$ cat config.mk
export PLATFORM = sky130hd
export DESIGN_NAME = vga_timing_generator
export DESIGN_NICKNAME = d
export VERILOG_FILES = /design/src/rtl/vga_timing_pkg.sv /design/src/rtl/vga_axis_counter.sv /design/src/rtl/vga_timing_generator.sv
export SDC_FILE = /design/constraint.sdc
export NUM_CORES = 1
export LEC_CHECK = 0
export ABC_AREA = 1
export CORE_AREA = 3 3 104 76
export CTS_CLUSTER_DIAMETER = 30
export DETAILED_ROUTE_END_ITERATION = 10
export DIE_AREA = 0 0 107 79
export PLACE_DENSITY_LB_ADDON = 0.1
export SLEW_MARGIN = 30
export SYNTH_ARGS = -nofsm -noshare
export SYNTH_HDL_FRONTEND = slang
export SYNTH_SLANG_ARGS = --single-unit
export TNS_END_PERCENT = 100
$ cat constraint.sdc
create_clock -name i_CLK -period 4.1 [get_ports i_CLK]
set_input_delay 0.82 -clock i_CLK [delete_from_list [all_inputs] [get_ports i_CLK]]
set_output_delay 0.82 -clock i_CLK [all_outputs]
set_load 0.02 [all_outputs]
$ cat src/rtl/vga_timing_pkg.sv
// Default 640x480@60 timing constants, derived totals and the per-axis phase type.
// Pure declarations: no latency or flow control.
package vga_timing_pkg;

    localparam int c_H_VISIBLE = 640;
    localparam int c_H_FRONT   = 16;
    localparam int c_H_SYNC    = 96;
    localparam int c_H_BACK    = 48;
    localparam int c_H_TOTAL   = c_H_VISIBLE + c_H_FRONT + c_H_SYNC + c_H_BACK;

    localparam int c_V_VISIBLE = 480;
    localparam int c_V_FRONT   = 10;
    localparam int c_V_SYNC    = 2;
    localparam int c_V_BACK    = 33;
    localparam int c_V_TOTAL   = c_V_VISIBLE + c_V_FRONT + c_V_SYNC + c_V_BACK;

    typedef enum logic [1:0] {
        VISIBLE = 2'd0,
        FRONT   = 2'd1,
        SYNC    = 2'd2,
        BACK    = 2'd3
    } phase_t;

endpackage

$ cat src/rtl/vga_axis_counter.sv
// One timing axis: wrapping position counter plus VISIBLE/FRONT/SYNC/BACK phase FSM.
// Steps only on advance; count_nxt/phase_nxt expose the post-edge state so the top can register outputs with zero skew.
module vga_axis_counter
    import vga_timing_pkg::*;
#(
    parameter int p_VISIBLE = c_H_VISIBLE,
    parameter int p_FRONT   = c_H_FRONT,
    parameter int p_SYNC    = c_H_SYNC,
    parameter int p_BACK    = c_H_BACK,
    localparam int c_TOTAL  = p_VISIBLE + p_FRONT + p_SYNC + p_BACK,
    localparam int c_CW     = $clog2(c_TOTAL)
) (
    input  logic            clk,
    input  logic            rst_n,
    input  logic            advance,
    output logic [c_CW-1:0] count,
    output phase_t          phase,
    output logic [c_CW-1:0] count_nxt,
    output phase_t          phase_nxt,
    output logic            wrap
);

    localparam logic [c_CW-1:0] c_LAST        = c_CW'(c_TOTAL - 1);
    localparam logic [c_CW-1:0] c_FRONT_START = c_CW'(p_VISIBLE);
    localparam logic [c_CW-1:0] c_SYNC_START  = c_CW'(p_VISIBLE + p_FRONT);
    localparam logic [c_CW-1:0] c_BACK_START  = c_CW'(p_VISIBLE + p_FRONT + p_SYNC);

    always_ff @(posedge clk or negedge rst_n) begin
        if (!rst_n) begin
            count <= c_LAST;
            phase <= BACK;
        end else begin
            count <= count_nxt;
            phase <= phase_nxt;
        end
    end

    always_comb begin
        wrap      = advance && (count == c_LAST);
        count_nxt = count;
        phase_nxt = phase;
        if (advance) begin
            count_nxt = wrap ? '0 : count + c_CW'(1);
            unique case (phase)
                VISIBLE: if (count_nxt == c_FRONT_START) phase_nxt = FRONT;
                FRONT:   if (count_nxt == c_SYNC_START)  phase_nxt = SYNC;
                SYNC:    if (count_nxt == c_BACK_START)  phase_nxt = BACK;
                BACK:    if (wrap)                       phase_nxt = VISIBLE;
                default:                                 phase_nxt = BACK;
            endcase
        end
    end

endmodule

$ cat src/rtl/vga_timing_generator.sv
// VGA raster timing; all outputs registered from next-state values so they track (H,V) with zero skew, one-cycle line/frame markers.
// i_PIXEL_EN low freezes everything; VGA_TIMING_FRAME_COUNT_EN adds a 16-bit o_FRAME_COUNT.
module vga_timing_generator
    import vga_timing_pkg::*;
#(
    parameter int   p_H_VISIBLE_AREA  = c_H_VISIBLE,
    parameter int   p_H_FRONT_PORCH   = c_H_FRONT,
    parameter int   p_H_SYNC_PULSE    = c_H_SYNC,
    parameter int   p_H_BACK_PORCH    = c_H_BACK,
    parameter int   p_V_VISIBLE_AREA  = c_V_VISIBLE,
    parameter int   p_V_FRONT_PORCH   = c_V_FRONT,
    parameter int   p_V_SYNC_PULSE    = c_V_SYNC,
    parameter int   p_V_BACK_PORCH    = c_V_BACK,
    parameter logic p_H_SYNC_POLARITY = 1'b0,
    parameter logic p_V_SYNC_POLARITY = 1'b0,
    localparam int  c_XW = $clog2(p_H_VISIBLE_AREA),
    localparam int  c_YW = $clog2(p_V_VISIBLE_AREA)
) (
    input  logic            i_CLK,
    input  logic            i_RESET_N,
    input  logic            i_PIXEL_EN,
    output logic            o_HSYNC,
    output logic            o_VSYNC,
    output logic            o_DRAW_ENABLE,
    output logic [c_XW-1:0] o_SCANLINE_X,
    output logic [c_YW-1:0] o_SCANLINE_Y,
    output logic            o_LINE_START,
    output logic            o_FRAME_START
`ifdef VGA_TIMING_FRAME_COUNT_EN
    ,
    output logic [15:0]     o_FRAME_COUNT
`endif
);

    localparam int c_HW = $clog2(p_H_VISIBLE_AREA + p_H_FRONT_PORCH + p_H_SYNC_PULSE + p_H_BACK_PORCH);
    localparam int c_VW = $clog2(p_V_VISIBLE_AREA + p_V_FRONT_PORCH + p_V_SYNC_PULSE + p_V_BACK_PORCH);

    logic [c_HW-1:0] h_count, h_count_nxt;
    logic [c_VW-1:0] v_count, v_count_nxt;
    phase_t          h_phase, h_phase_nxt;
    phase_t          v_phase, v_phase_nxt;
    logic            h_wrap, v_wrap;
    logic            draw_nxt;
    logic            unused_state;

    vga_axis_counter #(
        .p_VISIBLE (p_H_VISIBLE_AREA),
        .p_FRONT   (p_H_FRONT_PORCH),
        .p_SYNC    (p_H_SYNC_PULSE),
        .p_BACK    (p_H_BACK_PORCH)
    ) u_h_axis (
        .clk       (i_CLK),
        .rst_n     (i_RESET_N),
        .advance   (i_PIXEL_EN),
        .count     (h_count),
        .phase     (h_phase),
        .count_nxt (h_count_nxt),
        .phase_nxt (h_phase_nxt),
        .wrap      (h_wrap)
    );

    // The vertical axis steps in the same cycle the horizontal axis wraps.
    vga_axis_counter #(
        .p_VISIBLE (p_V_VISIBLE_AREA),
        .p_FRONT   (p_V_FRONT_PORCH),
        .p_SYNC    (p_V_SYNC_PULSE),
        .p_BACK    (p_V_BACK_PORCH)
    ) u_v_axis (
        .clk       (i_CLK),
        .rst_n     (i_RESET_N),
        .advance   (h_wrap),
        .count     (v_count),
        .phase     (v_phase),
        .count_nxt (v_count_nxt),
        .phase_nxt (v_phase_nxt),
        .wrap      (v_wrap)
    );

    assign draw_nxt     = (h_phase_nxt == VISIBLE) && (v_phase_nxt == VISIBLE);
    assign unused_state = ^{h_count, v_count, h_phase, v_phase, h_count_nxt, v_count_nxt};

    always_ff @(posedge i_CLK or negedge i_RESET_N) begin
        if (!i_RESET_N) begin
            o_HSYNC       <= ~p_H_SYNC_POLARITY;
            o_VSYNC       <= ~p_V_SYNC_POLARITY;
            o_DRAW_ENABLE <= 1'b0;
            o_SCANLINE_X  <= '0;
            o_SCANLINE_Y  <= '0;
            o_LINE_START  <= 1'b0;
            o_FRAME_START <= 1'b0;
        end else begin
            o_HSYNC       <= (h_phase_nxt == SYNC) ? p_H_SYNC_POLARITY : ~p_H_SYNC_POLARITY;
            o_VSYNC       <= (v_phase_nxt == SYNC) ? p_V_SYNC_POLARITY : ~p_V_SYNC_POLARITY;
            o_DRAW_ENABLE <= draw_nxt;
            o_SCANLINE_X  <= draw_nxt ? h_count_nxt[c_XW-1:0] : '0;
            o_SCANLINE_Y  <= draw_nxt ? v_count_nxt[c_YW-1:0] : '0;
            o_LINE_START  <= h_wrap;
            o_FRAME_START <= h_wrap && v_wrap;
        end
    end

`ifdef VGA_TIMING_FRAME_COUNT_EN
    always_ff @(posedge i_CLK or negedge i_RESET_N) begin
        if (!i_RESET_N) begin
            o_FRAME_COUNT <= '0;
        end else if (h_wrap && v_wrap) begin
            o_FRAME_COUNT <= o_FRAME_COUNT + 16'd1;
        end
    end
`endif

endmodule

==> results of run 1 <==
per-layer routing:
layer | part of all wire (%) | vias to the layer above | track usage (%)
met5 | 0 | - | 0
met3 | 4.5 | 5 | 3.25
met2 | 39 | 42 | 22.7
li1 | - | 1156 | -
met4 | 0.82 | 0 | 4.34
met1 | 56 | 983 | 23.5
worst max path at each step:
stage | to | start | slack (ps) | cells after the start
after global placement | o_DRAW_ENABLE$_DFF_PN0_ | i_PIXEL_EN | 830 | 12
final | o_SCANLINE_Y[5]$_DFF_PN0_ | i_PIXEL_EN | 1190 | 13
after floorplan | o_SCANLINE_X[1]$_DFF_PN0_ | i_PIXEL_EN | 1790 | 15
after CTS | o_SCANLINE_Y[2]$_DFF_PN0_ | i_PIXEL_EN | 1150 | 13
after global routing | o_SCANLINE_X[3]$_DFF_PN0_ | i_PIXEL_EN | 880 | 14
after detailed placement | o_SCANLINE_Y[5]$_DFF_PN0_ | i_PIXEL_EN | 840 | 13
critical path, stage by stage:
cell	delay (ps)
clkdlybuf4s50_1	540
inv_2	110
nor2_4	150
nand3_4	170
nand2_2	130
nand2_1	70
nor2_2	150
nand4_1	120
nand2_1	70
nand2_1	60
nand2_2	80
nand2_2	360
nor3_2	280
flip-flops by register name, summed over array words and instances, names as in the netlist, 2 cells and up:
signal	flops
u_h_axis.phase	2
u_v_axis.count	10
o_SCANLINE_Y	9
u_v_axis.phase	2
o_SCANLINE_X	10
u_h_axis.count	10
cell families after synthesis:
kind of cell	count (synthesis)	synth area share, %
AO/OA/AOI/OAI	29	5.72
XOR/XNOR	2	0.630
adder cells (fa/ha/maj)	3	1.35
buffers and inverters	80	12.1
flip-flops	48	43.9
AND/OR/NAND/NOR	195	36.2
cell usage in the layout, fill, tap and decap left out, types with 13 or more instances in the layout:
| cell type | netlist | final |
|---|---|---|
| inv_1 | 67 | 67 |
| o21ai_0 | 13 | 13 |
| nor3_2 | 19 | 19 |
| dfstp_2 | 16 | 16 |
| nand2_1 | 86 | 86 |
| nor2_1 | 32 | 32 |
| dfrtp_1 | 32 | 32 |
| clkdlybuf4s50_1 | 0 | 25 |
| nand3_1 | 24 | 24 |
final cells by class:
| cell class | instances | area [µm²] |
|---|---|---|
| clock buffers | 7 | 76.3 |
| clock inverters | 1 | 5.00 |
| fillers | 689 | 3660 |
| inverters | 72 | 272 |
| multi-input cells | 229 | 1220 |
| flip-flops and latches | 48 | 1220 |
| well taps | 94 | 118 |
| repair buffers | 28 | 273 |
power groups by stage:
| stage | logic [µW] | clock network (µW) | registers (µW) |
|---|---|---|---|
| final | 701 | 275 | 694 |
| after global routing | 800 | 315 | 712 |
| after global placement | 701 | 0 | 700 |
| after floorplan | 509 | 0 | 708 |
| after CTS | 707 | 291 | 692 |
| after detailed placement | 704 | 0 | 700 |
metrics by stage:
step	hold slack (ps)	instances	total power, µW	instance area [µm²]
2_1_floorplan	492	357	1220	2780
3_3_place_gp	533	471	1400	3100
3_5_place_dp	532	471	1400	3100
4_1_cts	545	479	1690	3190
5_1_grt	565	479	1830	3190
6_report	528	479	1670	3190
==> flow_summary.ini, run 1 <==
[run_status]
status = completed

[clock_tree]
cts_sinks = 48
cts_root_buffer = clkbuf_8
htree_levels = 2
clk_pin_slew_ps = 80
cts_hold_buffers = 0
clockBufferDepth = 2
cts_inserted_buffers = 5
cts-resized-gates = 0
cts_tree = yes
cts_setup_buffers = 0
worstSkewPairLatency_ps = 300

[yosys]
syn-instance-count = 357
synth_edf_count = 0
yosysTopAreaCellShare_pct = 28.8
seq_area_frac_synth_pct = 43.9
synth.distinct_cells = 32
avgSynthCellArea_um2 = 7.78
synth_largest_area_cell = dfrtp_1
yosysMostFrequentCell = nand2_1
syn_area_um2 = 2780
synth_commonest_cells = nand2_1, inv_1, dfrtp_1, nor2_1, nand3_1
ys.warnings.count = 0
synthArstFlopShare_pct = 100
synth.area.top_cells = dfrtp_1, dfstp_2, nand2_1, inv_1, nor3_2
synth_seq_cells = 48
ys.flop_type = dfrtp_1
syn_nets = 363

[global_routing]
grt_max_degree = 49
grt.overflow.total = 0
antenna_found_initial = 0
track_usage_pct = 15.7
grt_pass1_vias = 2116
grt_pass1_wl_um = 10400

[pwr]
comb_power_share_pct = 42.0
power.density_nw_per_um2 = 524
clkPwrFrac_pct = 16.4
switchingPower_uw = 712
p_sw_share_pct = 42.7
seqPwrFrac_pct = 41.6
cellLeakagePower_uw = 0.00161
cell_internal_pwr_uw = 957
ir_worst_vdd_mv = 0.228

[place]
gp_congestion = 0.887
pre_cts_ws_ps = 842
hpwl_um = 4350
portBuffers = 26

[sta]
slew_headroom_pct = 56.1
timing.setup.tns_ps = 0
fin_crit_sh_pct = 71.0
rsz0062_at_grt = no
setup_viol = 0
min_period_ps = 2910
drv_slew = 0
fmax_ghz = 0.344
finalWorstSetupSlack_ps = 1190
finClkSkew_ps = 5.85
finalHoldViolations = 0
worst_pin_slew_ps = 656

[layout]
drive_gt1_share_pct = 19.0
area_growth_pct = 14.6
diodes = 0
layout.nets = 390
utilization_pct = 46.5

[floorplan]
core_area_um2 = 6850
dieHeight_um = 79
die_area_um2 = 8450
io_pins = 27
start_util_pct = 40.6
num_rows = 25
die-width_um = 107

[detailed_routing]
antenna_left = 0
drtIter0Drc = 104
route.detailed.drc = 0
wl_per_cell_um = 12.5
vias = 2186
via_per_inst = 4.56
first_pass_iters = 4
finalWirelength_um = 5980

[worst_setup_path]
rr_startpoint = u_h_axis.count[0]$_DFF_PN1_
crit_type = in -> reg
rr_worst_depth = 13
r2r-end = o_SCANLINE_Y[5]$_DFF_PN0_
arrival_ps = 3120
start_kind = input pin
critical_path.endpoint_type = register
cp.required_ps = 4310
ff2ff_setup_slack_ps = 1380
path_max_fanout = 20

[job]
maxCapViolations = 0

[hold_path]
hold_class = in -> async
Power figures use the tool's default switching activity.
==> run 2, diff against run 1 <==
- clock period: 4.1 -> 3 ns (I/O delays scaled with it)
==> run 2 against run 1 <==
Effect of this change: flip-flop and latch count is the same; combinational power is 42% higher; global-route usage up 0.88 points; largest cell class unchanged; sequential power is 36% higher; first-iteration DRC count increased by 8.7%; non-clock buffer count up 6; setup slack got worse by 770 ps; critical path type is now reg -> reg; via count grew 3.2%; critical path depth is the same; count of clock-buffer cells in the layout is 1 higher; critical endpoint is now o_SCANLINE_X[9]$_DFF_PN0_; power is 42% higher.
==> flow_summary.ini, run 2 (synthesis results as in run 1) <==
[run_status]
status = completed

[clock_tree]
clk_pin_slew_ps = 90
cts_tree = yes
cts_inserted_buffers = 5
cts_sinks = 48
cts_setup_buffers = 0
cts-resized-gates = 0
clockBufferDepth = 2
htree_levels = 2
worstSkewPairLatency_ps = 300
cts_hold_buffers = 0
cts_root_buffer = clkbuf_8

[layout]
final_cell_mix = nand2_1, inv_1, nor2_1, dfrtp_1, clkdlybuf4s50_1
multi_input_area_um2 = 1220
diodes = 0
layout.nets = 396
area_growth_pct = 17.8
design_area_um2 = 3270
register_area_um2 = 1220
fin_cells = 485
drive_gt1_share_pct = 20.5
layout_commonest_cell = nand2_1
reg.largest.list = o_SCANLINE_X: 10 flops, u_h_axis.count: 10 flops, u_v_axis.count: 10 flops
fill_cells = 689

[worst_setup_path]
path_buf_inv = 1
arrival_ps = 2760
cp.required_ps = 3170
path_max_fanout = 16
critPathMaxStageDelay_ps = 600
critical_path.endpoint_type = register
crit_path_frequent_cell = nand2_2
crit_chain = ha_1, nand2_2, nor2_4, nand3_4, nand2_2, nand2_1, nor2_2, nand3_1, o21ai_1, nand2_1, nand2_2, buf_12, nor3_2
cp_slowest_cell = dfstp_2
start_kind = register
crit_family = simple AND/OR/NAND/NOR gates
crit_type = reg -> reg

[pwr]
ir_worst_vdd_mv = 0.287
power.density_nw_per_um2 = 723
comb_power_share_pct = 41.9
seqPwrFrac_pct = 40.0
cellLeakagePower_uw = 0.00166
cell_internal_pwr_uw = 1370
p_sw_share_pct = 42.0
switchingPower_uw = 995
clkPwrFrac_pct = 18.1

[sta]
finalHoldViolations = 0
finClkSkew_ps = 7.72
worst_pin_slew_ps = 570
slew_headroom_pct = 62.0
rsz0062_at_grt = no
min_period_ps = 2580
fin_crit_sh_pct = 86.1
setup_viol = 0
fmax_ghz = 0.387
drv_slew = 0
timing.setup.tns_ps = 0

[global_routing]
gr-usage-met1_pct = 26.1
grt.overflow.total = 0
antenna_found_initial = 0
grtUsageMet2_pct = 21.8
track_usage_pct = 16.5
met3_usage_pct = 4.22
grt_pass1_vias = 2149
grt_max_degree = 46
grt_pass1_wl_um = 10900
busiest_layer = met1

[place]
portBuffers = 26
placed_area_um2 = 3170
dp.cells = 477
hpwl_um = 4640
gp_congestion = 0.911

[detailed_routing]
vias = 2256
first_pass_iters = 4
wl_per_cell_um = 12.8
finalWirelength_um = 6230
antenna_left = 0
drtIter0Drc = 113
route.detailed.drc = 0
via_per_inst = 4.65

[hold_path]
hold_class = in -> async

[floorplan]
dieHeight_um = 79
die_area_um2 = 8450
io_pins = 27
core_area_um2 = 6850
start_util_pct = 40.6
die-width_um = 107
num_rows = 25

[job]
maxCapViolations = 0
## run 2: cell types whose count changed in the layout (fill, tap and decap cells not counted)
cell      change
buf_4         +4
buf_12        +2
clkbuf_8      +2
clkbuf_1      -1
clkinv_2      -1
## run 2: layout make-up
class	count	area share [%]
multi-input cells	229	37.3
well taps	94	3.59
repair buffers	34	10.5
inverters	72	8.29
clock buffers	8	3.06
flip-flops and latches	48	37.3
## run 2: layer usage
layer	vias to the layer above	wire, µm
li1	1165	-
met5	-	0
met2	63	2370
met3	6	392
met1	1022	3400
met4	0	63
## run 2: per-stage QoR
stage	hold WS, ps	utilization (%)	total power (µW)	setup WS (ps)
after CTS	305	47.8	2390	422
after detailed placement	536	46.3	1950	209
final	290	47.8	2370	417
after floorplan	304	-	1660	912
after global placement	529	46.3	1940	230
after global routing	321	47.8	2570	233
## run 2: worst paths after layout
check	endpoint	cells past startpoint	start	slack, ps
max in group asynchronous	u_v_axis.count[2]$_DFF_PN1_	2	i_RESET_N	2130
max reg2reg	o_SCANLINE_X[9]$_DFF_PN0_	13	u_h_axis.count[0]$_DFF_PN1_	420
min in group i_CLK	u_h_axis.count[8]$_DFF_PN1_	2	u_h_axis.count[8]$_DFF_PN1_	540
max	o_SCANLINE_X[9]$_DFF_PN0_	13	u_h_axis.count[0]$_DFF_PN1_	420
min reg2reg	u_h_axis.count[8]$_DFF_PN1_	2	u_h_axis.count[8]$_DFF_PN1_	540
min	o_SCANLINE_Y[8]$_DFF_PN0_	1	i_RESET_N	290
## run 2: power by group through the flow
stage / clock, µW / sequential, µW / combinational, µW
after CTS: 445 / 946 / 995
final: 429 / 947 / 992
after detailed placement: 0 / 958 / 992
after floorplan: 0 / 968 / 696
after global routing: 476 / 976 / 1120
after global placement: 0 / 958 / 985
